File: src/rtl/huffman_pkg.sv
// Shared widths and state encoding for the Huffman coder and bit packer.
package huffman_pkg;

    localparam int unsigned MAX_CODE_LEN = 10;
    localparam int unsigned LEN_W        = 4;
    localparam int unsigned BUF_W        = 24;

    typedef enum logic [1:0] {
        PK_RUN   = 2'd0,
        PK_DRAIN = 2'd1,
        PK_LAST  = 2'd2,
        PK_DONE  = 2'd3
    } packer_state_t;

endpackage

File: src/rtl/huffman_bit_packer.sv
// Packs right-aligned variable-length codes into an MSB-first byte stream,
// with ready/valid on both sides and a flush that pads the final byte.
module huffman_bit_packer #(
    parameter int unsigned MAX_LEN = huffman_pkg::MAX_CODE_LEN,
    parameter int unsigned BUF_W   = huffman_pkg::BUF_W
) (
    input  logic                          clk,
    input  logic                          rst_n,
    input  logic [MAX_LEN-1:0]            code_in,
    input  logic [huffman_pkg::LEN_W-1:0] len_in,
    input  logic                          code_valid,
    output logic                          code_ready,
    input  logic                          flush,
    output logic [7:0]                    byte_out,
    output logic                          byte_valid,
    input  logic                          byte_ready,
    output logic                          byte_last,
    output logic [2:0]                    pad_bits,
    output logic                          flush_done,
    output logic                          len_err
);

    import huffman_pkg::*;

    localparam int unsigned CNT_W = $clog2(BUF_W + 1);
    typedef logic [CNT_W-1:0] cnt_t;

    localparam cnt_t             FULL_CNT  = cnt_t'(BUF_W);
    localparam cnt_t             READY_LIM = cnt_t'(BUF_W - MAX_LEN);
    localparam cnt_t             BYTE_CNT  = cnt_t'(8);
    localparam logic [LEN_W-1:0] MAX_LEN_L = LEN_W'(MAX_LEN);

    packer_state_t    state, state_nxt;
    logic [BUF_W-1:0] bit_buf, buf_nxt;
    cnt_t             count, count_nxt;
    logic             len_err_q;

    logic             accept;
    logic             emit_full;
    logic             emit_last;
    logic             len_legal;
    logic             len_bad;
    logic [BUF_W-1:0] shifted;
    logic [BUF_W-1:0] ins_bits;
    logic [MAX_LEN-1:0] len_mask;
    cnt_t             base_cnt;
    cnt_t             ins_shamt;
    logic [7:0]       last_mask;

    assign accept    = code_valid && code_ready;
    assign emit_full = ((state == PK_RUN) || (state == PK_DRAIN)) &&
                       (count >= BYTE_CNT) && byte_ready;
    assign emit_last = (state == PK_LAST) && byte_ready;
    assign len_legal = (len_in != '0) && (len_in <= MAX_LEN_L);
    assign len_bad   = (len_in > MAX_LEN_L);
    assign len_err   = len_err_q;

    // Next accumulator contents: shift out an emitted byte first, then append
    // the new code directly below the remaining valid bits.
    always_comb begin
        shifted   = emit_full ? (bit_buf << 8) : bit_buf;
        base_cnt  = emit_full ? (count - BYTE_CNT) : count;
        len_mask  = ~({MAX_LEN{1'b1}} << len_in);
        ins_shamt = FULL_CNT - base_cnt - cnt_t'(len_in);
        ins_bits  = BUF_W'(code_in & len_mask) << ins_shamt;
        buf_nxt   = shifted;
        count_nxt = base_cnt;
        if (accept && len_legal) begin
            buf_nxt   = shifted | ins_bits;
            count_nxt = base_cnt + cnt_t'(len_in);
        end
        if (emit_last) begin
            buf_nxt   = '0;
            count_nxt = '0;
        end
    end

    // Accumulator, bit count and sticky length-error registers.
    always_ff @(posedge clk or negedge rst_n) begin
        if (!rst_n) begin
            bit_buf   <= '0;
            count     <= '0;
            len_err_q <= 1'b0;
        end else begin
            bit_buf <= buf_nxt;
            count   <= count_nxt;
            if (accept && len_bad) begin
                len_err_q <= 1'b1;
            end
        end
    end

    // Packer state register.
    always_ff @(posedge clk or negedge rst_n) begin
        if (!rst_n) begin
            state <= PK_RUN;
        end else begin
            state <= state_nxt;
        end
    end

    // Next-state and output decode from registered state and count only;
    // code_ready is additionally held low while reset is asserted.
    always_comb begin
        state_nxt  = state;
        code_ready = 1'b0;
        byte_valid = 1'b0;
        byte_last  = 1'b0;
        pad_bits   = '0;
        flush_done = 1'b0;
        last_mask  = ~(8'hFF >> count);
        byte_out   = bit_buf[BUF_W-1 -: 8];

        unique case (state)
            PK_RUN: begin
                code_ready = rst_n && (count <= READY_LIM);
                byte_valid = (count >= BYTE_CNT);
                if (flush) begin
                    state_nxt = PK_DRAIN;
                end
            end
            PK_DRAIN: begin
                byte_valid = (count >= BYTE_CNT);
                if (count < BYTE_CNT) begin
                    state_nxt = (count == '0) ? PK_DONE : PK_LAST;
                end
            end
            PK_LAST: begin
                byte_valid = 1'b1;
                byte_last  = 1'b1;
                byte_out   = bit_buf[BUF_W-1 -: 8] & last_mask;
                pad_bits   = 3'(BYTE_CNT - count);
                if (byte_ready) begin
                    state_nxt = PK_DONE;
                end
            end
            PK_DONE: begin
                flush_done = 1'b1;
                state_nxt  = PK_RUN;
            end
            default: begin
                state_nxt = PK_RUN;
            end
        endcase
    end

endmodule

File: config.mk
export PLATFORM = sky130hd
export DESIGN_NAME = huffman_bit_packer
export DESIGN_NICKNAME = d
export VERILOG_FILES = /design/src/rtl/huffman_pkg.sv /design/src/rtl/huffman_bit_packer.sv
export SDC_FILE = /design/constraint.sdc
export NUM_CORES = 1
export LEC_CHECK = 0
export CAP_MARGIN = 10
export CORE_MARGIN = 4
export CORE_UTILIZATION = 45
export DETAILED_ROUTE_END_ITERATION = 8
export GPL_TIMING_DRIVEN = 0
export MAX_ROUTING_LAYER = met4
export PLACE_DENSITY_LB_ADDON = 0.25
export SLEW_MARGIN = 20
export SYNTH_ARGS = -nofsm -noshare
export SYNTH_HDL_FRONTEND = slang
export SYNTH_SLANG_ARGS = --single-unit
File: constraint.sdc
create_clock -name clk -period 3.2 [get_ports clk]
set_input_delay 0.32 -clock clk [delete_from_list [all_inputs] [get_ports clk]]
set_output_delay 0.32 -clock clk [all_outputs]
set_load 0.05 [all_outputs]
### After elaboration in Yosys (flattened, before gate mapping)

Cells that the tools add are included.

* bitwise gates (word level): 5
* equality and inequality tests: 6
* reductions and logical operators: 14
* add/sub/neg operators: 5
* shift-type cells: 3
* magnitude comparators: 5
* muxes and demuxes: 17

Operator list (count)
* $mux 24: 3
* $or 24x24->24: 1
* $shl 10x5->24: 1
* $mux 5: 3
* $and 10x10->10: 1
* $not 10->10: 1
* $shl 10x4->10 const A: 1
* $and 8x8->8: 1
* $logic_and 1x1->1: 8
* $mux 8: 1
* $not 8->8: 1
* $pmux 2 s4: 1
* $shr 8x5->8 const A: 1
* $mux 2: 3
* $add 5x4->5: 1
* $ge 5x4->1 const B: 1
* $le 5x4->1 const B: 1
* $logic_not 5->1: 1
* $lt 5x4->1 const B: 1
* $sub 5x4->5: 1
* $sub 5x4->5 const B: 1
* $sub 5x5->5 const A: 1
* $eq 2x2->1 const B: 2
* $gt 4x4->1 const B: 1
* other kinds (13): 17

* logic and storage cells: 59
* bits in registers: 32

### Depth between registers and ports, before layout

Gate-level depths: netlist of the first run.

* word-level depth: 11
* mapped depth: 16
* gate-level depth less buffers: 14

### Worst setup path before layout of the first run

OpenSTA, ideal clock, no wires.

* path kind: register to register
* from: register count[4]
* to: register bit_buf[16]
* setup slack: -267 ps
* cell stages (with the launch flop): 15
* buffers on the path: 2
* data arrival time: 3318 ps
* period minus slack after synthesis: 3467 ps
* cell sequence: dfrtp_1 inv_1 ha_1 or4b_4 a21oi_2 buf_6 xnor2_1 ha_1 inv_1 ha_1 xnor2_1 clkbuf_1 nor3_1 o311ai_0 a41oi_1

* word-level cells in the longest chain between the ends: 10

RTL lines
* start: declaration: line huffman_bit_packer.sv:35 `cnt_t count, count_nxt;`
* start signal: assignment: line huffman_bit_packer.sv:86 `count <= count_nxt;`
* $ge 5x4->1: line huffman_bit_packer.sv:52 `(count >= BYTE_CNT) && byte_ready;`
* $logic_and 1x1->1: line huffman_bit_packer.sv:51 `assign emit_full = ((state == PK_RUN) || (state == PK_DRAIN)) &&`
* $logic_and 1x1->1: line huffman_bit_packer.sv:52
* $mux 5: line huffman_bit_packer.sv:62 `base_cnt = emit_full ? (count - BYTE_CNT) : count;`
* $sub 5x5->5: line huffman_bit_packer.sv:64 `ins_shamt = FULL_CNT - base_cnt - cnt_t'(len_in);`
* $sub 5x4->5: line huffman_bit_packer.sv:64
* $shl 10x5->24: line huffman_bit_packer.sv:65 `ins_bits = BUF_W'(code_in & len_mask) << ins_shamt;`
* $or 24x24->24: line huffman_bit_packer.sv:69 `buf_nxt = shifted | ins_bits;`
* $mux 24 (*): line huffman_bit_packer.sv:68 `if (accept && len_legal) begin`
* $mux 24 (*): line huffman_bit_packer.sv:72 `if (emit_last) begin`
* via buf_nxt[16]: line huffman_bit_packer.sv:34 `logic [BUF_W-1:0] bit_buf, buf_nxt;`
* end signal: assignment: line huffman_bit_packer.sv:85 `bit_buf <= buf_nxt;`
* end: declaration: line huffman_bit_packer.sv:34

The timed path passes the listed nets; every way through them passes the cells marked *.
A chain may end at the register's enable or synchronous reset.

### Final worst setup path of the first run

* from: register count[4]
* to: register bit_buf[19]

Same word-level chain as after synthesis.

==> results of run 1 <==
==> registers in the layout, summed over array words and instances (netlist names) <==
signal and flops:
state 2, bit_buf 24, len_err 1, count 5
==> critical path, cell delays in order, from the launching register on <==
cell	delay, ns
dfrtp_1	0.40
inv_2	0.09
ha_4	0.13
or4b_4	0.48
a21oi_4	0.15
buf_6	0.13
xnor2_4	0.13
ha_4	0.24
inv_4	0.06
ha_4	0.21
a21oi_4	0.20
xnor2_4	0.17
buf_6	0.14
xor2_4	0.20
buf_6	0.14
buf_4	0.13
nand3b_1	0.12
a31oi_1	0.21
==> layer usage <==
metal  vias to the layer above  share of wire (%)  routed length [um]  track usage [%]
met5                         -                  0                   0                -
li1                       1445                  -                   -                -
met1                      1522                 43                3990             31.3
met4                         0                2.8                 267             8.23
met2                       159                 49                4570             39.0
met3                        31                5.9                 551             3.10
==> kinds of logic (layout without fill, tap and decap cells) <==
group | count (synthesis) | in the layout | synth area share [%]
muxes | 16 | 16 | 5.74
adders and majority gates | 22 | 22 | 10.4
xor gates and xnor gates | 9 | 9 | 2.74
buffers and inverters | 47 | 112 | 6.74
DFF | 32 | 32 | 27.9
AOI/OAI and AO/OA | 101 | 101 | 23.6
and+or+nand+nor | 136 | 136 | 23.0
==> synth_stat cells (all sizes together) (2+ instances only) <==
cell	count	area [um2]
dfrtp	32	801
a222oi	3	30.0
a21o	3	22.5
a211oi	5	37.5
nand2b	4	25.0
o21ai	21	105
o2bb2ai	3	26.3
a21oi	14	73.8
nor2	22	82.6
nor2b	2	12.5
xnor2	6	52.6
buf	5	36.3
and3	2	12.5
a31oi	16	100
fa	3	60.1
mux2	4	45.0
nand3	20	100
o311ai	4	35.0
o211ai	6	45.0
o221ai	3	26.3
a21boi	5	37.5
nand4	8	50.1
o31ai	4	30.0
nor3	10	50.1
nand2	46	173
xor2	3	26.3
inv	22	82.6
ha	19	238
mux2i	12	120
and2	7	43.8
clkbuf	20	75.1
nand3b	2	15.0
a41oi	2	17.5
or3	6	37.5
or4	4	30.0
o22ai	5	31.3
==> timing repair <==
action,CTS,global route
resized for setup,29,36
hold buffers,0,0
setup endpoints to repair,24,24
cloned,1,0
buffers inserted,16,11
pin swaps,19,30
==> how the worst min path moves through the flow <==
stage	cells after the start	end
after floorplan	0	bit_buf[0]
after CTS	1	state[1]
after detailed placement	1	state[1]
after global placement	2	bit_buf[4]
final	1	state[0]
after global routing	1	state[1]
==> cell type report <==
class	instances	area, um2	area share, %
Clock inverter	1	7.51	0.190
Timing Repair Buffer	60	552	14.0
Buffer	22	125	3.16
Clock buffer	7	86.3	2.18
Multi-Input combinational cell	284	2200	55.7
Tap cell	75	93.8	2.37
Sequential cell	32	803	20.3
Inverter	22	85.1	2.15
==> metrics by stage <==
stage / TNS (ns) / area [um2] / utilization (%) / std cells
floorplan: -0.0674 / 2980 / - / 363
detailed placement: -14.51 / 3410 / 56.2 / 472
finish: -2.29 / 3960 / 65.3 / 503
global placement: -17.19 / 3410 / 56.3 / 472
global route: -4.31 / 3960 / 65.3 / 503
CTS: -0.300 / 3730 / 61.5 / 494
==> results by group, run 1 <==
Outcome
  – Outcome: finished with violations
  – Violated checks: negative setup slack

Synthesis
  – Post-synth ARST share: 100%
  – Post-synthesis register bit count: 32
  – Net Count, Synth: 404
  – Syn Area/Cell: 7.92 um2
  – Register area share after synthesis: 27.9%
  – Yosys warns: 0
  – Number of synthesized flops with an enable pin: 0
  – Cell count after synthesis: 363
  – Synthesized cell area: 2880 um2
  – Yosys cell types: 49
  – Main synth FF type: dfrtp_1

Clock network
  – CTS tree: built
  – # H-tree levels: 2
  – Total CTS buffers: 5
  – Clock root cell: clkbuf_8
  – Sink Count: 32
  – CTS Buffer Depth: 2
  – Skew-Pair Late Insertion Delay: 0.29 ns
  – Worst-path clk slew: 0.07 ns

STA
  – RSZ-0062 raised after global routing: yes
  – Hold Fails Final Rpt: 0
  – WHS: 0.0882 ns
  – Fin crit period: 3.41 ns
  – Tcrit/Tclk final: 107%
  – Maximum clock rate: 0.293 GHz
  – Setup Skew: 0.00637 ns
  – Max-slew violation count: 0
  – Final worst setup slack: -0.213 ns
  – Worst slew margin: 37.0%
  – Setup-failing EPs final: 19
  – Worst Tran Pin Value: 0.933 ns

Critical path
  – Worst reg2reg setup slack: -0.21 ns
  – Reg-to-Reg End: bit_buf[19]
  – Crit path arrival time: 3.62 ns
  – Cell count of the worst reg-to-reg path: 17
  – Setup crit end: bit_buf[19]
  – Reg-to-reg critical path startpoint: count[4]
  – Crit path launch type: flip-flop
  – Critical Path Source: count[4]
  – Worst setup EP type: flip-flop
  – Critical path class: reg -> reg
  – CP max FO: 4
  – Required time worst endpoint: 3.41 ns

Global route
  – Initial antenna violation count: 0
  – GR Util All Layers: 24.2%
  – Global-route wire length before repair: 14200 um
  – Largest net degree at the start of global routing: 34
  – Vias in the first global route: 2856
  – Total grt overflow: 0

Floorplanning
  – Core Rows: 28
  – Die height: 87.9 um
  – Die Wd: 87.9 um
  – Die Area: 7730 um2
  – Initial Utilization: 47.4%
  – I/O pins: 35
  – CORE AREA: 6060 um2

Final layout
  – Area Growth Syn to Fin: 37.6%
  – Fill count: 498
  – Share of cells above drive strength 1: 21.5%
  – Nets: 468
  – Ant. Diodes: 0
  – Most frequent cells in the layout: 44 x nand2_1, 31 x clkdlybuf4s50_1, 30 x dfrtp_1
  – Commonest non-fill, non-tap cell in the layout: nand2_1

Drt
  – Vias: 3157
  – Vias/cell: 6.28
  – DRC errors left: 0
  – Pre-antenna DRT Iters: 7
  – Post-Route WL: 9380 um
  – DRT iter0 DRCs: 320
  – Routed WL per cell: 18.6 um
  – Post-route ant nets: 0

Placement
  – Routability cong.: 0.935
  – PortBufs: 34
  – Pre-CTS WS: -0.936 ns
  – Hpwl dp: 6340 um

Flow run
  – Max Cap Viol: 0

Min path
  – Min-Delay Path Class: in -> async
Power of run 1 is left out: the tool's default activity adds up to more than one toggle a clock period on the data nets, which glitch-free logic cannot reach.
==> run 2, diff against run 1 <==
--- a/config.mk
+++ b/config.mk
@@ -5,6 +5,7 @@
 export SDC_FILE = /design/constraint.sdc
 export NUM_CORES = 1
 export LEC_CHECK = 0
+export ABC_AREA = 1
 export CAP_MARGIN = 10
 export CORE_MARGIN = 4
 export CORE_UTILIZATION = 45
==> constraint.sdc (replaced) <==
create_clock -name clk -period 3.59 [get_ports clk]
set_input_delay 0.359 -clock clk [delete_from_list [all_inputs] [get_ports clk]]
set_output_delay 0.359 -clock clk [all_outputs]
set_load 0.05 [all_outputs]
==> run 2 against run 1 <==
The flow now finishes without violations. Final cell count increased by 8.9%. Area after synthesis is 2.0% higher. Maximum frequency up 2.0%. Utilization fell by 10 points. Sequential cell count unchanged. Sequential share of layout area up 2.5 points. Critical endpoint is now bit_buf[18]. Highest routed layer unchanged.
==> results by group, run 2 <==
Clock network
  – CTS tree: built
  – Skew-Pair Late Insertion Delay: 0.28 ns (about the same)
  – Total CTS buffers: 5 (unchanged)
  – Clock root cell: clkbuf_8
  – Worst-path clk slew: 0.07 ns (about the same)
  – Sink Count: 32 (unchanged)
  – CTS Buffer Depth: 2 (unchanged)
  – # H-tree levels: 2 (unchanged)

Synthesis
  – Ranking of synthesized cells by area: dfrtp_1 27%, nand2_1 13%, nand3_1 12%
  – Post-synth top area share: 27.3% (-0.56 points)
  – Post-synthesis register bit count: 32 (unchanged)
  – Number of synthesized flops with an enable pin: 0 (unchanged)
  – Biggest area consumer among synthesized cells: dfrtp_1
  – Net Count, Synth: 468 (+16%)
  – Yosys cell types: 37 (-24%)
  – Register area share after synthesis: 27.3% (-0.56 points)
  – Syn Area/Cell: 6.87 um2 (-13%)
  – Synthesized cell area: 2930 um2 (+2.0%)
  – Cell count after synthesis: 427 (+18%)
  – Most common cell in the netlist: nand2_1
  – Post-synth ARST share: 100% (unchanged)
  – Post-synth top cells: 100 x nand2_1, 73 x nand3_1, 44 x inv_1
  – Yosys warns: 0 (unchanged)
  – Main synth FF type: dfrtp_1

Final layout
  – Register area: 801 um2 (-0.31%)
  – Final std cell area, no fill: 3510 um2 (-11%)
  – Share of cells above drive strength 1: 10.6% (-11 points)
  – Nets: 511 (+9.2%)
  – Multi-input gate area: 1890 um2 (-14%)
  – Largest Register: bit_buf
  – Post-Route Utilization: 55.3% (-10 points)
  – Number of flip-flops in the largest register: 24 (unchanged)
  – Fill count: 603 (+21%)
  – Area Growth Syn to Fin: 19.6%
  – Commonest non-fill, non-tap cell in the layout: nand2_1
  – Biggest regs: bit_buf x24, count x5, state x2
  – Ant. Diodes: 0 (unchanged)
  – Most frequent cells in the layout: 100 x nand2_1, 73 x nand3_1, 43 x inv_1

Floorplanning
  – CORE AREA: 6350 um2 (+4.8%)
  – I/O pins: 35 (unchanged)
  – Die Area: 7880 um2 (+1.9%)
  – Initial Utilization: 46.2% (-1.2 points)
  – Die Wd: 88.7 um (+0.92%)
  – Core Rows: 29 (+3.6%)
  – Die height: 88.7 um (+0.92%)

Critical path
  – WP buf/inv: 4 (-2)
  – Critical path's most frequent cell: inv_1
  – Critical-path cell list: inv_1 > ha_1 > inv_1 > a21oi_2 > nand2_4 > xor2_2 > ha_1 > inv_1 > ha_2 > xnor2_4 > inv_2 > nor3_1 > nand3_1 > nand2_1 > nor2_1 > nor2_1
  – Worst path top cell family by delay: simple AND/OR/NAND/NOR gates
  – Crit path launch type: flip-flop
  – Worst setup EP type: flip-flop
  – Crit path arrival time: 3.55 ns (-0.07 ns)
  – Required time worst endpoint: 3.80 ns (+0.39 ns)
  – CP peak stage delay: 0.43 ns (-0.05 ns)
  – Critical path class: reg -> reg
  – CP max FO: 8 (+4)
  – Slowest CP cell: dfrtp_1

Placement
  – Routability cong.: 0.937 (+0.16%)
  – Post-Place Cell Area: 3390 um2 (-0.62%)
  – Hpwl dp: 6210 um (-2.0%)
  – PortBufs: 34 (unchanged)

STA
  – Tcrit/Tclk final: 93.2% (-13 points)
  – RSZ-0062 raised after global routing: yes
  – Max-slew violation count: 0 (unchanged)
  – Fin crit period: 3.35 ns (-0.0673 ns)
  – Hold Fails Final Rpt: 0 (unchanged)
  – Worst Tran Pin Value: 0.638 ns (-0.295 ns)
  – Setup Skew: 0.00193 ns (-0.00443 ns)
  – Worst slew margin: 57.5% (+20 points)
  – Setup-failing EPs final: 0 (-19)
  – Maximum clock rate: 0.299 GHz (+2.0%)

Drt
  – Vias/cell: 5.41 (-14%)
  – Met2 wire length: 3720 um (-19%)
  – Vias: 2962 (-6.2%)
  – Post-Route WL: 7730 um (-18%)
  – DRC errors left: 0 (unchanged)
  – DRT iter0 DRCs: 174 (-46%)
  – Pre-antenna DRT Iters: 5 (-2)
  – Max Used Layer: met4
  – Routed wl met3: 425 um (-23%)
  – Post-route ant nets: 0 (unchanged)
  – Wl on met1: 3430 um (-14%)
  – Routed WL per cell: 14.1 um (-24%)

Min path
  – Min-Delay Path Class: in -> async

Global route
  – Vias in the first global route: 2729 (-4.4%)
  – GR Util All Layers: 21.6% (-2.5 points)
  – Global-route wire length before repair: 12900 um (-9.2%)
  – Initial antenna violation count: 0 (unchanged)
  – Total grt overflow: 0 (unchanged)
  – Largest net degree at the start of global routing: 33 (-2.9%)

Flow run
  – Max Cap Viol: 0 (unchanged)

Outcome
  – Outcome: finished, final reports clean
==> run 2: cell type report <==
| type | count | share of cell area [%] |
|---|---|---|
| Tap cell | 77 | 2.75 |
| Sequential cell | 32 | 22.8 |
| Inverter | 49 | 5.31 |
| Multi-Input combinational cell | 330 | 53.9 |
| Timing Repair Buffer | 36 | 10.4 |
| Clock buffer | 8 | 2.57 |
| Buffer | 16 | 2.25 |
==> run 2: layer usage <==
metal	up-vias	global-route usage (%)
met2	81	34.7
met4	0	5.91
met5	-	-
met3	15	3.45
li1	1493	-
met1	1373	28.3
==> run 2: final timing paths <==
| kind | from | end | slack [ns] | cells after the start |
|---|---|---|---|---|
| worst max-delay path | state[0] | bit_buf[18] | 0.24 | 16 |
| worst min-delay path | rst_n | state[0] | 0.40 | 2 |
| worst max register to register | state[0] | bit_buf[18] | 0.24 | 16 |
| worst min register to register | len_err | len_err | 0.47 | 1 |
| max in group asynchronous | rst_n | bit_buf[9] | 2.84 | 3 |
| min in group clk | len_err | len_err | 0.47 | 1 |
==> run 2: cells by family after synthesis <==
logic type / count (synthesis) / share of synthesized area, %
simple gates: 237 / 37.6
buf+inv: 65 / 8.96
compound gates: 60 / 12.2
flops: 32 / 27.3
fa+ha+maj: 22 / 10.1
mux: 7 / 2.39
xor+xnor: 4 / 1.45
==> run 2: what timing repair did <==
| action | CTS | global route |
|---|---|---|
| resized for setup | 0 | 7 |
| endpoints found under the hold margin | 1 | 0 |
| setup buffers | 0 | 0 |
| hold buffers | 1 | 0 |
| endpoints found under the setup margin | 0 | 23 |
==> run 2: metrics by stage <==
step | std cells | setup slack (ns) | TNS, ns | hold slack, ns
final | 548 | 0.244 | 0 | 0.399
after detailed placement | 539 | 0.0296 | 0 | 0.158
after global placement | 538 | 0.0219 | 0 | 0.462
after CTS | 548 | 0.0485 | 0 | 0.394
after floorplan | 427 | 0.647 | 0 | 0.0634
after global routing | 548 | -0.00109 | -0.00109 | 0.418
Power of run 2 is left out for the same reason.
